==> config.mk <==
export PLATFORM = sky130hd
export DESIGN_NAME = pipe_skid_latch
export DESIGN_NICKNAME = d
export VERILOG_FILES = /design/src/rtl/pipe_pkg.sv /design/src/rtl/pipe_slot.sv /design/src/rtl/pipe_skid_latch.sv
export SDC_FILE = /design/constraint.sdc
export NUM_CORES = 1
export LEC_CHECK = 0
export ABC_CLOCK_PERIOD_IN_PS = 4400
export CORE_UTILIZATION = 56
export CTS_CLUSTER_SIZE = 10
export DETAILED_ROUTE_END_ITERATION = 10
export PLACE_DENSITY = 0.85
export SLEW_MARGIN = 20
export SYNTH_ARGS = -nofsm -noshare
export SYNTH_HDL_FRONTEND = slang
export SYNTH_HIERARCHICAL = 1
export SYNTH_SLANG_ARGS = --single-unit
==> constraint.sdc <==
create_clock -name clk_i -period 4.4 [get_ports clk_i]
set_input_delay 1.1 -clock clk_i [delete_from_list [all_inputs] [get_ports clk_i]]
set_output_delay 1.1 -clock clk_i [all_outputs]
set_load 0.03 [all_outputs]
==> src/rtl/pipe_pkg.sv <==
// Shared pipeline-latch constants: exception bit positions and the default latched-exception mask.
// Pure definitions: no latency, no backpressure.
package pipe_pkg;

    localparam int EXC_W_DEF = 32;

    localparam int EXC_LD_MISALIGN = 4;
    localparam int EXC_ST_MISALIGN = 6;
    localparam int EXC_LD_FAULT    = 13;
    localparam int EXC_ST_FAULT    = 15;

    localparam logic [EXC_W_DEF-1:0] PIPE_EXC_MASK =
        (EXC_W_DEF'(1) << EXC_LD_MISALIGN) |
        (EXC_W_DEF'(1) << EXC_ST_MISALIGN) |
        (EXC_W_DEF'(1) << EXC_LD_FAULT)    |
        (EXC_W_DEF'(1) << EXC_ST_FAULT);

endpackage

==> src/rtl/pipe_slot.sv <==
// One pipeline entry (valid, payload, exception); clear beats load, cleared slots read as all-zero.
// Latency: loaded value visible the cycle after ld_i; no backpressure of its own.
module pipe_slot #(
    parameter int DATA_W = 128,
    parameter int EXC_W  = 32
) (
    input  logic              clk_i,
    input  logic              rsn_i,
    input  logic              clr_i,
    input  logic              ld_i,
    input  logic [DATA_W-1:0] data_i,
    input  logic [EXC_W-1:0]  exc_i,
    output logic              valid_o,
    output logic [DATA_W-1:0] data_o,
    output logic [EXC_W-1:0]  exc_o
);

    logic              valid_q;
    logic [DATA_W-1:0] data_q;
    logic [EXC_W-1:0]  exc_q;

    always_ff @(posedge clk_i or negedge rsn_i) begin
        if (!rsn_i) begin
            valid_q <= 1'b0;
            data_q  <= '0;
            exc_q   <= '0;
        end else if (clr_i) begin
            valid_q <= 1'b0;
            data_q  <= '0;
            exc_q   <= '0;
        end else if (ld_i) begin
            valid_q <= 1'b1;
            data_q  <= data_i;
            exc_q   <= exc_i;
        end
    end

    assign valid_o = valid_q;
    assign data_o  = data_q;
    assign exc_o   = exc_q;

endmodule

==> src/rtl/pipe_skid_latch.sv <==
// Inter-stage latch with valid/ready, kill and optional skid slot; 1-cycle latency, full throughput.
// SKID=1 gives a registered in_ready_o (deasserts only when the skid slot is occupied); SKID=0 is combinational.
module pipe_skid_latch
    import pipe_pkg::*;
#(
    parameter int                DATA_W   = 128,
    parameter int                EXC_W    = EXC_W_DEF,
    parameter logic [EXC_W-1:0]  EXC_MASK = EXC_W'(PIPE_EXC_MASK),
    parameter bit                SKID     = 1'b1
) (
    input  logic              clk_i,
    input  logic              rsn_i,
    input  logic              kill_i,
    input  logic              in_valid_i,
    output logic              in_ready_o,
    input  logic [DATA_W-1:0] in_data_i,
    input  logic [EXC_W-1:0]  in_exc_i,
    output logic              out_valid_o,
    input  logic              out_ready_i,
    output logic [DATA_W-1:0] out_data_o,
    output logic [EXC_W-1:0]  out_exc_o,
    output logic              out_exc_any_o,
    output logic [1:0]        occ_o
);

    logic              main_vld, skid_vld;
    logic [DATA_W-1:0] main_dat, skid_dat, main_din;
    logic [EXC_W-1:0]  main_exc, skid_exc, main_ein, in_exc_m;
    logic              main_ld, main_clr, skid_ld, skid_clr, main_from_skid;
    logic              accept, pop;

    assign in_exc_m = in_exc_i & EXC_MASK;
    assign pop      = main_vld & out_ready_i;
    assign accept   = in_valid_i & in_ready_o;

    always_comb begin
        main_ld        = 1'b0;
        main_clr       = 1'b0;
        skid_ld        = 1'b0;
        skid_clr       = 1'b0;
        main_from_skid = 1'b0;
        if (kill_i) begin
            main_clr = 1'b1;
            skid_clr = 1'b1;
        end else if (pop && skid_vld) begin
            main_ld        = 1'b1;
            main_from_skid = 1'b1;
            skid_clr       = 1'b1;
        end else if (accept && (!main_vld || pop)) begin
            main_ld = 1'b1;
        end else if (accept) begin
            // Main is held by a stalled consumer, so the new entry parks in skid.
            skid_ld = 1'b1;
        end else if (pop) begin
            main_clr = 1'b1;
        end
    end

    assign main_din = main_from_skid ? skid_dat : in_data_i;
    assign main_ein = main_from_skid ? skid_exc : in_exc_m;

    pipe_slot #(.DATA_W(DATA_W), .EXC_W(EXC_W)) u_main (
        .clk_i   (clk_i),
        .rsn_i   (rsn_i),
        .clr_i   (main_clr),
        .ld_i    (main_ld),
        .data_i  (main_din),
        .exc_i   (main_ein),
        .valid_o (main_vld),
        .data_o  (main_dat),
        .exc_o   (main_exc)
    );

    generate
        if (SKID) begin : g_skid
            pipe_slot #(.DATA_W(DATA_W), .EXC_W(EXC_W)) u_skid (
                .clk_i   (clk_i),
                .rsn_i   (rsn_i),
                .clr_i   (skid_clr),
                .ld_i    (skid_ld),
                .data_i  (in_data_i),
                .exc_i   (in_exc_m),
                .valid_o (skid_vld),
                .data_o  (skid_dat),
                .exc_o   (skid_exc)
            );
            assign in_ready_o = !skid_vld;
        end else begin : g_noskid
            assign skid_vld   = 1'b0;
            assign skid_dat   = '0;
            assign skid_exc   = '0;
            assign in_ready_o = !main_vld | out_ready_i;
        end
    endgenerate

    assign out_valid_o   = main_vld;
    assign out_data_o    = main_dat;
    assign out_exc_o     = main_exc;
    assign out_exc_any_o = main_vld & (|main_exc);
    assign occ_o         = {1'b0, main_vld} + {1'b0, skid_vld};

endmodule

==> run summary, run 1 <==
The number of buffers created by CTS is 38. The family with the most delay on the worst path is buffers and inverters. The most used flip-flop cell after synthesis is sky130_fd_sc_hd__dfrtp_1. The clock tree buffer depth is 3. The buffers inserted during post-CTS setup optimization came out at 0.

For this design, the slowest cell found on the critical path is sky130_fd_sc_hd__clkdlybuf4s50_1. The largest vdd supply drop came out at 0.237 mV. At the end of the flow the core is filled with cells to 72.4%.

The portion of synthesized cell area occupied by the leading cell type is 52.7%. The remaining number of nets flagged by the antenna check after routing came out at 0. The max-slew headroom at the worst pin came out at 40.3%. The flow ran to the end, and the final reports show no timing, DRC or antenna violations.

In this design, the stage delay of the slowest critical-path cell is 0.60 ns. At the end of routability-driven placement, the weighted congestion stood at 0.780. The die span in y came out at 167 microns. The number of antenna violations at the first check in global routing came out at 1. The floorplan die width is 167 microns.

The number of DRC markers after the initial detailed-route iteration is 791. The proportion of power drawn by flip-flops and latches is 46.1%. The total half-perimeter wirelength after legalization and detailed placement is 21900 microns.

The worst setup slack before clock tree synthesis came out at 1.03 ns. The worst setup path is of the register to output port kind. The routed wire length came out at 36100 microns. The final hold violation count came out at 0. Counting every instance in the synthesized netlist gives 1240. Clock tree synthesis found a total of 322 sinks. The layer flagged by global routing as most heavily used is met2. The setup-violating endpoint count in the final report came out at 0. The synthesized design spends more area on one cell type than any other, namely sky130_fd_sc_hd__dfrtp_1.

For this run, asynchronously set or reset flops after synthesis account for 100%. The clock reaches the later pin of the worst-skew pair after 0.51 ns. The clock period minus final worst setup slack came out at 3.38 ns. For the final routed database, the setup TNS stands at 0 ns. The final-report max-slew violation count came out at 0. By count the netlist is led by sky130_fd_sc_hd__nor2_1, sky130_fd_sc_hd__dfrtp_1, sky130_fd_sc_hd__mux2i_1. After clock tree synthesis, the clock-pin slew on the worst setup and hold paths is 0.05 ns. Static timing analysis puts the maximum clock frequency at 296 MHz. The number of gates resized after CTS is 0.

The first detailed-routing pass took 5 iterations. The number of synthesized flops with an enable pin is 0. After synthesis, the mean cell area works out to 12.3 sq um. The ratio of final minimum period to clock period came out at 76.9%.

The detail-routed net length per standard cell is 19.2 microns. The number of synthesized register bits came out at 322. By area the synthesized netlist is led by sky130_fd_sc_hd__dfrtp_1, sky130_fd_sc_hd__mux2i_1, sky130_fd_sc_hd__nor2_1. The worst clock skew is 0.0132 ns. Counting both buffers and inverters, the worst setup path holds a total of 1.

Cells with a size suffix above 1 make up 12.7% of the layout. The total number of yosys warnings is 6. The net load switching power came out at 1640 uW.

The die area came out at 28000 sq um. The maximum net fanout on the critical path is 3. The met1 track demand over resource came out at 35.1%. The worst setup path is launched from a register.

The final hold slack is 0.511 ns. The post-layout total power came out at 6700 uW. The core region area came out at 26900 sq um. The required time of the critical path is 3.30 ns. Global routing used 41.4% of the available met2 tracks. The net count of the finished layout is 1701. For met3 alone, demand over resource in global routing was 7.11%. The total of fill cells in the finished design came out at 1808. CTS placed an instance of sky130_fd_sc_hd__clkbuf_16 at the clock tree root.

The total global-route track usage came out at 25.9%. The remaining routing DRC violations came out at 0. Of the total power, the clock network draws 40.7%.

The count of max-cap constraint violations came out at 0. The via count normalized by instance count came out at 5.49. The quantity of hold-fixing buffers added after cts came out at 0. The floorplan has 60 rows.

Entering global routing, the biggest net connects 162 pins. Once routing completed, OpenROAD measured the worst setup slack at 1.02 ns. The kind of path behind the tightest hold check is register to register. Setup repair after global routing left no endpoint under its margin. For this design the ratio of total power to cell area is 345 nW/um^2. The number of global-route vias before repair came out at 10616. At the worst endpoint, the arrival time is 2.28 ns. The worst-margin pin slew is 0.896 ns.

The portion of total power attributed to combinational logic came out at 13.2%. The initial core utilization came out at 56.9%. In the post-synthesis netlist, the cell with the most instances is sky130_fd_sc_hd__nor2_1.

Across the whole layout, storage elements account for 8060 sq um. In this run, distinct cell masters in the synthesized netlist total 25. The first global-routing pass estimated 58200 microns of wire. The internal power is 5060 uW.

After synthesis the cells add up to 15300 sq um. The critical path capture point type is an output port. The area added between synthesis and finish came out at 27.1%. The number of buffers added on ports is 301. The number of I/O pins came out at 330. The leftover overflow at the end of global routing is 0. The number of levels in the clock H-tree is 2.

Net switching is 24.5% of the power. The standby leakage power is 0.00872 uW. The multi-input combinational cell area came out at 6650 sq um. TritonCTS built the clock tree. Walking the worst path, the cells encountered are nor4_1, nand4_1, o21a_1, clkdlybuf4s50_1. The total via count in the routed design came out at 10323. The repair_antennas step left the layout with diodes totalling 0. Sequential elements use 52.7% of the synthesized area.
-- per-stage QoR --
step           instances  instance area, sq um
6_report            1882                 19400
5_1_grt             1882                 19400
4_1_cts             1882                 19400
3_5_place_dp        1836                 18400
3_3_place_gp        1836                 18400
2_1_floorplan       1267                 15400
-- cell usage in the layout, fill, tap and decap left out --
| cell type | Yosys | routed |
|---|---|---|
| sky130_fd_sc_hd__a21oi_1 | 1 | 1 |
| sky130_fd_sc_hd__a31o_4 | 0 | 1 |
| sky130_fd_sc_hd__and2_1 | 28 | 28 |
| sky130_fd_sc_hd__buf_12 | 9 | 11 |
| sky130_fd_sc_hd__buf_4 | 16 | 5 |
| sky130_fd_sc_hd__buf_8 | 0 | 1 |
| sky130_fd_sc_hd__clkbuf_1 | 26 | 4 |
| sky130_fd_sc_hd__clkbuf_16 | 0 | 39 |
| sky130_fd_sc_hd__clkbuf_8 | 0 | 2 |
| sky130_fd_sc_hd__clkdlybuf4s50_1 | 0 | 300 |
| sky130_fd_sc_hd__conb_1 | 1 | 28 |
| sky130_fd_sc_hd__dfrtp_1 | 322 | 322 |
| sky130_fd_sc_hd__ha_1 | 1 | 1 |
| sky130_fd_sc_hd__inv_1 | 1 | 1 |
| sky130_fd_sc_hd__inv_6 | 0 | 1 |
| sky130_fd_sc_hd__mux2_2 | 52 | 52 |
| sky130_fd_sc_hd__mux2_4 | 80 | 80 |
| sky130_fd_sc_hd__mux2i_1 | 320 | 320 |
| sky130_fd_sc_hd__nand2_1 | 1 | 1 |
| sky130_fd_sc_hd__nand3_1 | 1 | 1 |
| sky130_fd_sc_hd__nand4_1 | 2 | 2 |
| sky130_fd_sc_hd__nor2_1 | 327 | 327 |
| sky130_fd_sc_hd__nor3_2 | 0 | 1 |
| sky130_fd_sc_hd__nor4_1 | 9 | 8 |
| sky130_fd_sc_hd__nor4_2 | 0 | 1 |
| sky130_fd_sc_hd__o21a_1 | 1 | 1 |
| sky130_fd_sc_hd__or2_4 | 0 | 1 |
| sky130_fd_sc_hd__or2b_4 | 0 | 1 |
-- final timing paths --
check | from | endpoint | slack (ns) | depth (start not counted)
max | u_main/exc_o[16] | out_exc_any_o | 1.02 | 4
min | g_skid.u_skid/exc_o[11] | g_skid.u_skid/exc_o[11] | 0.51 | 2
max reg2reg | u_main/valid_o | u_main/data_o[32] | 2.08 | 6
min reg2reg | g_skid.u_skid/exc_o[11] | g_skid.u_skid/exc_o[11] | 0.51 | 2
max in group asynchronous | rsn_i | g_skid.u_skid/exc_o[26] | 2.70 | 2
min in group asynchronous | rsn_i | g_skid.u_skid/data_o[55] | 0.68 | 1
-- power groups by stage --
stage | Clock [uW] | Combinational (uW) | Sequential, uW
after floorplan | 0 | 356 | 3260
after detailed placement | 0 | 886 | 3140
after global placement | 0 | 871 | 3140
after CTS | 2780 | 892 | 3090
final | 2730 | 886 | 3090
after global routing | 2890 | 946 | 3100
-- state kept, by name, summed over array words and instances, names as in the netlist --
register	cells
u_main/valid_o	1
u_main/exc_o	32
g_skid.u_skid/exc_o	32
g_skid.u_skid/data_o	128
g_skid.u_skid/valid_o	1
u_main/data_o	128
-- worst register-to-register path, stage by stage, from the launching register on --
cell and delay, ns:
sky130_fd_sc_hd__dfrtp_1 0.54, sky130_fd_sc_hd__nand3_1 0.20, sky130_fd_sc_hd__or2_4 0.43, sky130_fd_sc_hd__buf_12 0.36, sky130_fd_sc_hd__mux2_2 0.45, sky130_fd_sc_hd__mux2i_1 0.15
sky130_fd_sc_hd__nor2_1 0.05
-- cells by family after synthesis --
logic type	share of synthesized area (%)
AO/OA/AOI/OAI	0.139
adder cells (fa/ha/maj)	0.0818
buffers and inverters	4.69
flip-flops	52.7
multiplexers	32.6
other	0.0245
AND/OR/NAND/NOR	9.80
-- routing by layer --
metal	vias up	part of all wire [%]
met5	-	0.036
met4	2	2.3
met3	61	7.9
met2	334	47
met1	5190	43
li1	4736	-
-- final cells by class --
class | count | area share [%]
flip-flops and latches | 322 | 41.4
multi-input cells | 855 | 34.2
repair buffers | 317 | 16.8
clock buffers | 45 | 5.24
well taps | 341 | 2.19
clock inverters | 1 | 0.0450
inverters | 1 | 0.0193
Note: power is estimated with default switching activity, not from simulation.
==> run 2: changes to the inputs <==
Settings changed: ABC_CLOCK_PERIOD_IN_PS 4400 to 2810, CORE_UTILIZATION 56 to 47, PLACE_DENSITY 0.85 to 0.76.
Clock period 4.4 ns to 2.81 ns, I/O delays scaled along.
==> run 2 against run 1 <==
Net effect:
- utilization down 9.0 points
- count of clock-buffer cells in the layout increased by 2
- via count grew 0.67%
- design area up 3.6%
- sequential cell count did not move
- register-to-register slack lost 1.5 ns
- clock power grew 62%
- critical path type unchanged
- global-route usage decreased by 3.9 points
- combinational power up 63%
- non-clock buffer count up 43
- sequential share of layout area down 1.4 points
==> run summary, run 2 (same netlist as run 1, synthesis figures left out) <==
The run finished with clean final reports. The remaining number of nets flagged by the antenna check after routing is 0 (unchanged). The pin count of the biggest net entering global routing is 83 (-49%).

The core utilization of the finished layout came out at 63.4% (-9.0 points). The required time of the critical path is 2.11 ns (-1.19 ns). The final-report max-slew violation count is 0 (unchanged). The die area is 33300 sq um (+19%). The TritonCTS clock tree is yes. The worst path setup slack after routing is 0.103 ns (-0.913 ns). The cell at the root of the clock tree is sky130_fd_sc_hd__clkbuf_16. The signal arrival time at the worst endpoint is 2.00 ns (-0.28 ns).

The number of global-route vias before repair is 10850 (+2.2%). The largest vdd supply drop came out at 0.467 mV (+97%). In this run the critical register-to-register path is launched from u_main/valid_o. The count of max-cap constraint violations is 0 (unchanged). The total half-perimeter wirelength after legalization and detailed placement is 23900 microns (+9.0%). The number of antenna violations at the first check in global routing was 1 (unchanged).

The wire length of the first global-routing pass came out at 58900 microns (+1.1%). The worst clock skew is 0.0211 ns (+0.00793 ns). The maximum net fanout on the critical path was 9 (+6). The nature of the critical path startpoint is a register. The leftover overflow at the end of global routing came out at 0 (unchanged). The standby leakage power came out at 0.00904 uW (+3.7%). The worst-margin pin slew came to 0.521 ns (-0.375 ns). The ratio of final minimum period to clock period came out at 96.3%.

The remaining routing DRC violations is 0 (unchanged). The quantity of hold-fixing buffers added after cts came out at 0 (unchanged). The max-slew headroom at the worst pin is 65.3% (+25 points). The final hold violation count is 0 (unchanged). The sum of negative setup slack came out at 0 ns (unchanged).

The largest stage delay on the critical path is 0.67 ns (+0.07 ns). The total buffers and inverters traversed by the critical path is 1 (unchanged). The initial core utilization is 48.1% (-8.8 points). The worst setup slack before clock tree synthesis was 0.0776 ns (-0.948 ns).

The area added between synthesis and finish came out at 31.7%. The classification of the worst setup path is register to output port. Setup repair after global routing left no endpoint under its margin. The final layout net count is 1745 (+2.6%).

The count of inserted antenna diode cells is 0 (unchanged). The critical path goes through ha_1, clkdlybuf4s50_1. The buffers inserted during post-CTS setup optimization came out at 0 (unchanged).

The total of fill cells in the finished design came out at 2435 (+35%). The setup-violating endpoint count in the final report is 0 (unchanged). The number of levels in the clock H-tree is 2 (unchanged). The number of DRC markers after the initial detailed-route iteration came out at 572 (-28%).

The count of standard-cell rows came out at 65 (+8.3%). The via count normalized by instance count came out at 5.13 (-6.4%). The final hold slack is 0.126 ns (-0.384 ns). The total power per unit cell area came to 532 nW/um^2 (+54%). The routed wire length came out at 36300 microns (+0.54%). The placer's final routability congestion estimate came out at 0.773 (-0.85%). The total via count in the routed design came out at 10392 (+0.67%). The total global-route track usage was 22.0% (-3.9 points). The length of the first detailed-routing pass in iterations came out at 6 (+1). The highest-delay cell along the critical path is sky130_fd_sc_hd__clkdlybuf4s50_1. The number of buffers added on ports is 301 (unchanged). The highest clock rate is 369 MHz.

The number of clock sinks is 322 (unchanged). The post-layout total power was 10700 uW (+60%). The critical path starts at u_main/valid_o. The number of I/O pins came out at 330 (unchanged).

Leaving out fill and tap cells, the most frequent cell in the layout is sky130_fd_sc_hd__nor2_1. The core region area is 31800 sq um (+18%). The detail-routed net length per standard cell came out at 17.9 microns (-6.6%). In the layout the commonest cells are sky130_fd_sc_hd__nor2_1, sky130_fd_sc_hd__dfrtp_1, sky130_fd_sc_hd__mux2i_1. The clock tree buffer depth came out at 3 (unchanged). On the critical path the largest part of the delay comes from buffers and inverters. The kind of path behind the tightest hold check is input port to asynchronous set/reset pin. The floorplan die width is 182 microns (+9.0%). The number of buffers created by CTS is 39 (+2.6%). The die span in y came out at 182 microns (+9.0%).

The clock period minus final worst setup slack is 2.71 ns. The insertion delay of the later-clocked pin in the worst-skew pair was 0.52 ns (about the same). The CTS clock-pin slew for the worst setup and hold paths came out at 0.05 ns (about the same).

The worst setup path is captured at an output port. The share of post-route cells with drive strength above 1 is 15.7% (+3.0 points).
[run 2: cell count changes in the layout (fill, tap and decap cells not counted)]
| cell | delta |
|---|---|
| sky130_fd_sc_hd__nor4_2 | +4 |
| sky130_fd_sc_hd__clkdlybuf4s50_1 | -2 |
| sky130_fd_sc_hd__clkbuf_2 | +1 |
| sky130_fd_sc_hd__buf_12 | +15 |
| sky130_fd_sc_hd__nor4_1 | -4 |
| sky130_fd_sc_hd__clkinv_2 | +2 |
| sky130_fd_sc_hd__buf_4 | +28 |
| sky130_fd_sc_hd__dlygate4sd2_1 | +1 |
| sky130_fd_sc_hd__clkbuf_8 | +2 |
| sky130_fd_sc_hd__inv_6 | +2 |
[run 2: timing repair]
action / 4_1_cts / 5_1_grt
gates resized for setup: 5 / 3
pin swaps: 1 / 2
gates cloned: 0 / 0
endpoints found under the setup margin: 2 / 1
[run 2: power by group]
part	total (uW)	internal (uW)	switching, uW
logic	1440	691	747
registers	4850	4770	80.4
clock network	4430	2600	1830
[run 2: worst register-to-register path: stages (launching register included)]
cell	delay (ns)
sky130_fd_sc_hd__dfrtp_1	0.53
sky130_fd_sc_hd__nand3_1	0.21
sky130_fd_sc_hd__or2_4	0.42
sky130_fd_sc_hd__buf_4	0.31
sky130_fd_sc_hd__mux2_2	0.36
sky130_fd_sc_hd__mux2i_1	0.15
sky130_fd_sc_hd__nor2_1	0.06
[run 2: through the flow]
stage                     instance area [sq um]  cells
final                                     20100   2025
after global routing                      20100   2025
after CTS                                 20100   2025
after detailed placement                  19000   1973
after global placement                    19000   1973
after floorplan                           15400   1267
[run 2: layer usage]
metal	track usage [%]	vias up	share of wire, %
li1	-	4834	-
met1	30.4	5204	45
met2	35.3	307	47
met3	5.23	45	6.4
met4	5.01	2	1.6
met5	0	-	0.036
[run 2: worst paths after layout]
kind                                            to  slack, ns  cells past startpoint
min in group clk_i         g_skid.u_skid/exc_o[14]       0.51                      2
setup reg to reg                 u_main/data_o[11]       0.62                      6
hold / removal                    u_main/exc_o[20]       0.13                      1
setup / recovery                          occ_o[1]       0.10                      2
hold reg to reg            g_skid.u_skid/exc_o[14]       0.51                      2
max in group asynchronous       u_main/data_o[106]       1.86                      2
[run 2: final cells by class]
type,instances,area [sq um],share of cell area [%]
Clock buffer,47,1050,5.19
Sequential cell,322,8060,40.0
Multi-Input combinational cell,855,6680,33.2
Inverter,1,3.75,0.0186
Clock inverter,5,36.3,0.180
Timing Repair Buffer,360,3780,18.8
Tap cell,435,544,2.70
